[src/rtl/reg_scoreboard_pkg.sv]
// Shared defaults and producer latency classes for the ID-stage register scoreboard.
package reg_scoreboard_pkg;

  localparam int NREG_DEF    = 16;
  localparam int RADDR_W_DEF = 4;
  localparam int NSRC_DEF    = 2;
  localparam int MAX_LAT_DEF = 3;
  localparam int CNT_W_DEF   = 2;
  localparam int PERF_W_DEF  = 16;

  typedef enum logic [1:0] {
    LAT_ALU   = 2'd0,
    LAT_LOAD  = 2'd1,
    LAT_MULTI = 2'd2
  } lat_class_e;

endpackage

[src/rtl/reg_scoreboard_if.sv]
// Decode-stage issue/source bundle between the ID stage (master) and the scoreboard (slave).
interface reg_scoreboard_if
  import reg_scoreboard_pkg::*;
#(
  parameter int NREG    = NREG_DEF,
  parameter int RADDR_W = RADDR_W_DEF,
  parameter int NSRC    = NSRC_DEF,
  parameter int CNT_W   = CNT_W_DEF,
  parameter int PERF_W  = PERF_W_DEF
) ();

  logic                    issue_valid;
  logic                    issue_we;
  logic [RADDR_W-1:0]      issue_dst;
  logic [CNT_W-1:0]        issue_lat;
  logic                    flush;
  logic [NSRC-1:0]         src_valid;
  logic [NSRC*RADDR_W-1:0] src_addr;
  logic                    stall;
  logic [NSRC-1:0]         src_hazard;
  logic [NREG-1:0]         busy_vec;
  logic [PERF_W-1:0]       stall_cycles;

  modport master (
    output issue_valid, issue_we, issue_dst, issue_lat, flush, src_valid, src_addr,
    input  stall, src_hazard, busy_vec, stall_cycles
  );

  modport slave (
    input  issue_valid, issue_we, issue_dst, issue_lat, flush, src_valid, src_addr,
    output stall, src_hazard, busy_vec, stall_cycles
  );

endinterface

[src/rtl/reg_scoreboard_sb_counter.sv]
// One register's pending-result down-counter; a load overrides the decrement.
module sb_counter #(
  parameter int CNT_W = 2
) (
  input  logic             clk,
  input  logic             rst_n,
  input  logic             load,
  input  logic [CNT_W-1:0] load_val,
  output logic             busy
);

  logic [CNT_W-1:0] cnt_q;
  logic [CNT_W-1:0] cnt_d;

  always_comb begin
    cnt_d = cnt_q;
    if (load) begin
      cnt_d = load_val;
    end else if (cnt_q != '0) begin
      cnt_d = cnt_q - CNT_W'(1);
    end
  end

  always_ff @(posedge clk) begin
    if (!rst_n) begin
      cnt_q <= '0;
    end else begin
      cnt_q <= cnt_d;
    end
  end

  assign busy = (cnt_q != '0);

endmodule

[src/rtl/reg_scoreboard.sv]
// Per-register pending-write scoreboard: combinational RAW stall for decode plus a stall counter.
module reg_scoreboard
  import reg_scoreboard_pkg::*;
#(
  parameter int NREG    = NREG_DEF,
  parameter int RADDR_W = RADDR_W_DEF,
  parameter int NSRC    = NSRC_DEF,
  parameter int MAX_LAT = MAX_LAT_DEF,
  parameter int CNT_W   = CNT_W_DEF,
  parameter int PERF_W  = PERF_W_DEF
) (
  input logic             clk,
  input logic             rst_n,
  reg_scoreboard_if.slave sb
);

  logic [NREG-1:0]   busy;
  logic [NSRC-1:0]   hazard;
  logic              stall;
  logic              accept;
  logic [CNT_W-1:0]  lat_clamped;
  logic [PERF_W-1:0] stall_cycles_q;
  logic [PERF_W-1:0] stall_cycles_d;

  // Register 0 never holds a pending result.
  assign busy[0] = 1'b0;

  always_comb begin
    hazard = '0;
    for (int i = 0; i < NSRC; i++) begin
      hazard[i] = sb.src_valid[i]
                  && (sb.src_addr[i*RADDR_W +: RADDR_W] != '0)
                  && busy[sb.src_addr[i*RADDR_W +: RADDR_W]];
    end
  end

  assign stall  = |hazard;
  assign accept = sb.issue_valid && sb.issue_we && !stall && !sb.flush
                  && (sb.issue_dst != '0);

  always_comb begin
    lat_clamped = sb.issue_lat;
    if ({1'b0, sb.issue_lat} > (CNT_W+1)'(MAX_LAT)) begin
      lat_clamped = CNT_W'(MAX_LAT);
    end
  end

  for (genvar r = 1; r < NREG; r++) begin : g_cnt
    sb_counter #(
      .CNT_W (CNT_W)
    ) u_cnt (
      .clk      (clk),
      .rst_n    (rst_n),
      .load     (accept && (sb.issue_dst == RADDR_W'(r))),
      .load_val (lat_clamped),
      .busy     (busy[r])
    );
  end

  always_comb begin
    stall_cycles_d = stall_cycles_q;
    if (stall && (stall_cycles_q != '1)) begin
      stall_cycles_d = stall_cycles_q + PERF_W'(1);
    end
  end

  always_ff @(posedge clk) begin
    if (!rst_n) begin
      stall_cycles_q <= '0;
    end else begin
      stall_cycles_q <= stall_cycles_d;
    end
  end

  assign sb.stall        = stall;
  assign sb.src_hazard   = hazard;
  assign sb.busy_vec     = busy;
  assign sb.stall_cycles = stall_cycles_q;

endmodule
[src/flat_wrapper.sv]
// flat-port wrapper written by rule: the top's interface ports become plain ports
module reg_scoreboard_flat import reg_scoreboard_pkg::*;
#(
  parameter int NREG    = NREG_DEF,
  parameter int RADDR_W = RADDR_W_DEF,
  parameter int NSRC    = NSRC_DEF,
  parameter int MAX_LAT = MAX_LAT_DEF,
  parameter int CNT_W   = CNT_W_DEF,
  parameter int PERF_W  = PERF_W_DEF
)
  (clk, rst_n, sb_issue_valid, sb_issue_we, sb_issue_dst, sb_issue_lat, sb_flush, sb_src_valid, sb_src_addr, sb_stall, sb_src_hazard, sb_busy_vec, sb_stall_cycles);
  reg_scoreboard_if #(.NREG(NREG), .RADDR_W(RADDR_W), .NSRC(NSRC), .CNT_W(CNT_W), .PERF_W(PERF_W)) sb_i ();
  input logic clk;
  input logic rst_n;
  input wire logic [$bits(sb_i.issue_valid)-1:0] sb_issue_valid;
  input wire logic [$bits(sb_i.issue_we)-1:0] sb_issue_we;
  input wire logic [$bits(sb_i.issue_dst)-1:0] sb_issue_dst;
  input wire logic [$bits(sb_i.issue_lat)-1:0] sb_issue_lat;
  input wire logic [$bits(sb_i.flush)-1:0] sb_flush;
  input wire logic [$bits(sb_i.src_valid)-1:0] sb_src_valid;
  input wire logic [$bits(sb_i.src_addr)-1:0] sb_src_addr;
  output wire logic [$bits(sb_i.stall)-1:0] sb_stall;
  output wire logic [$bits(sb_i.src_hazard)-1:0] sb_src_hazard;
  output wire logic [$bits(sb_i.busy_vec)-1:0] sb_busy_vec;
  output wire logic [$bits(sb_i.stall_cycles)-1:0] sb_stall_cycles;
  assign sb_i.issue_valid = sb_issue_valid;
  assign sb_i.issue_we = sb_issue_we;
  assign sb_i.issue_dst = sb_issue_dst;
  assign sb_i.issue_lat = sb_issue_lat;
  assign sb_i.flush = sb_flush;
  assign sb_i.src_valid = sb_src_valid;
  assign sb_i.src_addr = sb_src_addr;
  assign sb_stall = sb_i.stall;
  assign sb_src_hazard = sb_i.src_hazard;
  assign sb_busy_vec = sb_i.busy_vec;
  assign sb_stall_cycles = sb_i.stall_cycles;
  reg_scoreboard #(.NREG(NREG), .RADDR_W(RADDR_W), .NSRC(NSRC), .MAX_LAT(MAX_LAT), .CNT_W(CNT_W), .PERF_W(PERF_W)) u_core (.clk(clk), .rst_n(rst_n), .sb(sb_i));
endmodule
[config.mk]
export PLATFORM = sky130hd
export DESIGN_NAME = reg_scoreboard_flat
export DESIGN_NICKNAME = d
export VERILOG_FILES = /design/src/rtl/reg_scoreboard_pkg.sv /design/src/rtl/reg_scoreboard_if.sv /design/src/rtl/reg_scoreboard_sb_counter.sv /design/src/rtl/reg_scoreboard.sv /design/src/flat_wrapper.sv
export SDC_FILE = /design/constraint.sdc
export NUM_CORES = 1
export LEC_CHECK = 0
export CORE_UTILIZATION = 50
export DETAILED_ROUTE_END_ITERATION = 12
export PLACE_DENSITY = 0.76
export REMOVE_ABC_BUFFERS = 1
export SLEW_MARGIN = 20
export SYNTH_ARGS = -nofsm -noshare
export SYNTH_HDL_FRONTEND = slang
export SYNTH_SLANG_ARGS = --single-unit
[constraint.sdc]
create_clock -name clk -period 4.9 [get_ports clk]
set_clock_uncertainty 0.2 [all_clocks]
set_input_delay 0.49 -clock clk [delete_from_list [all_inputs] [get_ports clk]]
set_output_delay 0.49 -clock clk [all_outputs]
set_load 0.01 [all_outputs]
==> flow_summary.toml <==
[logic_synthesis]
ys_top_cells_by_area = "dfxtp_1, mux2i_1, nand2_1"
syn_area_um2 = 3110
netlist.area_leader.share = 0.296
synth_cell_type_count = 45
synth_seq_area_share = 0.296
synthCells = 373
synth-seq-cells = 46
synth_top_area_cell = "dfxtp_1"
avgSynthCellArea_um2 = 8.34
yosys_warnings = 0

[critical_path]
crit_type = "in2out"
r2r_cells = 9
ff2ff_setup_slack_ps = 1300
end_kind = "output port"
crit_fanout = 23
critical_path_arrival_ps = 3440
critPathRequiredTime_ps = 4210
startpoint = "sb_src_addr[4]"
r2r_end = "u_core.g_cnt[3].u_cnt.cnt_q[1]"
rr_startpoint = "u_core.g_cnt[2].u_cnt.cnt_q[0]"
crit_path_start_kind = "input pin"

[grt]
grt_pass1_wl_um = 11000
grt_max_degree = 50
grt_pass1_vias = 2430
antenna_found_initial = 0
overflow = 0
grt.total_usage = 0.219

[min_path]
whs_endpoint = "u_core.sb.stall_cycles[7]"
whs_path_depth = 2
min-delay-start = "u_core.sb.stall_cycles[7]"
hold_class = "reg2reg"

[power_and_ir_drop]
clkPwrFrac = 0.131
power_density_nw_per_um2 = 586
p_switching_mw = 0.858
switching_share = 0.398
power_frac_seq = 0.272
p_int_mw = 1.30
peakVddDrop_mv = 0.416
pwr-share-comb = 0.597
leakage_nw = 1.34

[detailed_routing]
wl_per_cell_um = 14.0
drc = 0
ant_nets = 0
firstDrtPassIters = 4
routed_via_density = 5.44
vias = 2618
drt_wl_total_um = 6720
first_iter_violations = 109

[clocking]
clk_pin_slew_worst_paths_ps = 90
post-cts-setup-buffers = 0
ctsLongestPathBuffers = 2
cts_made_buffers = 5
holdBufCountCts = 0
clk-insertion-delay-late_ps = 300
cts.sinks = 46
cts_tree = "built"
htreeDepth = 2
cts_resized = 0
root_buffer = "clkbuf_8"

[layout]
multi_input_area_um2 = 1830
drive_gt1_frac = 0.0616
regArea_um2 = 921
n_fill_cell = 527
antennaDiodeCount = 0
synthToLayoutAreaGrowth_pct = 18.2
layout.nets = 442

[timing]
layout_setup_ws_ps = 773
layout_worst_path_cycle_share = 0.842
setup_tns_ps = 0
rsz0062_at_grt = "false"
fmax_mhz = 242
slew_headroom = 0.407
drv_slew = 0
setup_violations = 0
worstMarginPinSlew_ps = 890
hold_viol = 0
period_needed_ps = 4130

[die]
die_y_um = 80.9
fp.dieW_um = 80.9
initial_utilization = 0.522
io_pins = 56
core-area_um2 = 5960
core.rowCount = 28
die_area_um2 = 6540

[flow_run]
cap_violations = 0

[status]
run_status = "finished clean"

[place]
numPortBuffers = 54
hpwl_um = 4980
pre_cts_ws_ps = 812
place.gp.congestion = 0.848
## cell type report
cell class,count,area share
Inverter,47,0.0480
Timing Repair Buffer,55,0.149
Multi-Input combinational cell,250,0.497
Tap cell,75,0.0255
Clock inverter,3,0.0109
Clock buffer,5,0.0187
Sequential cell,46,0.250
## per-layer routing
layer	part of all wire	vias up	global-route usage
li1	-	1317	-
met1	0.45	1216	0.267
met2	0.48	68	0.382
met3	0.043	17	0.0393
met4	0.028	0	0.0839
met5	0	-	0
## power by group through the flow
| stage | clock, mW | sequential (mW) | combinational (mW) |
|---|---|---|---|
| floorplan | 0 | 0.580 | 0.845 |
| global placement | 0 | 0.587 | 1.24 |
| detailed placement | 0 | 0.595 | 1.29 |
| CTS | 0.285 | 0.586 | 1.30 |
| global route | 0.300 | 0.603 | 1.44 |
| finish | 0.282 | 0.586 | 1.29 |
## placed cells by master, fill, tap and decap left out, drive strengths merged, types with 4 or more instances in the layout
cell type	n
a21oi	9
and2	4
clkbuf	5
clkdlybuf4s50	54
dfxtp	46
ha	16
inv	47
mux2i	39
mux4	5
nand2	65
nand2b	12
nand4	6
nor4	13
o21ai	20
o31ai	4
or3	4
or4	6
xnor2	15
## cell families (layout without fill, tap and decap cells)
| group | after synthesis | in the layout | share of synthesized area |
|---|---|---|---|
| mux | 46 | 46 | 0.169 |
| flops | 46 | 46 | 0.296 |
| other cells | 1 | 1 | 0.00121 |
| simple gates | 132 | 132 | 0.229 |
| compound gates | 40 | 40 | 0.0821 |
| xor+xnor | 15 | 15 | 0.0422 |
| fa+ha+maj | 16 | 16 | 0.0644 |
| buf+inv | 77 | 110 | 0.116 |
## synthesized netlist by cell type (all sizes together)
cell type and number:
nand2 65, inv 47, dfxtp 46, mux2i 39
buf 20, o21ai 20, ha 16, xnor2 15
nor4 13, nand2b 12, clkbuf 10, a21oi 9
nand4 6, or4 6, mux4 5, and2 4
o31ai 4, or3 4, nand3 3, nor3 3
nor4b 3, and3 2, and4 2, mux2 2
nor2b 2, or2 2, a211oi 1, a221o 1
a221oi 1, a31oi 1, conb 1, nand3b 1
nand4b 1, nor3b 1, nor4bb 1, o21bai 1
o32ai 1, o41ai 1, or4b 1
## how the worst max path moves through the flow
stage / end / slack, ps
global placement: sb_stall / 910
CTS: sb_stall / 800
finish: sb_stall / 770
detailed placement: sb_stall / 810
floorplan: u_core.g_cnt[5].u_cnt.cnt_q[0] / 1890
global route: sb_stall / 540
## per-stage QoR
stage                     cell area (um2)  hold slack (ps)  std cells  utilization  power, mW
after global placement               3570              279        473        0.599       1.82
after detailed placement             3570              296        473        0.599       1.88
after floorplan                      2930              294        343            -       1.43
after global routing                 3680              333        481        0.617       2.35
final                                3680              307        481        0.617       2.16
after CTS                            3680              309        481        0.617       2.17
## registers in the layout (all words and copies together), names as in the netlist
signal and cells:
u_core.g_cnt.u_cnt.cnt_q 30, u_core.sb.stall_cycles 16
## critical path: stages
cell,delay (ps)
clkdlybuf4s50_1,660
mux2i_1,130
a221oi_1,350
o21bai_1,150
a21oi_2,730
inv_2,340
clkdlybuf4s50_1,580
(Power assumes the default switching activity.)
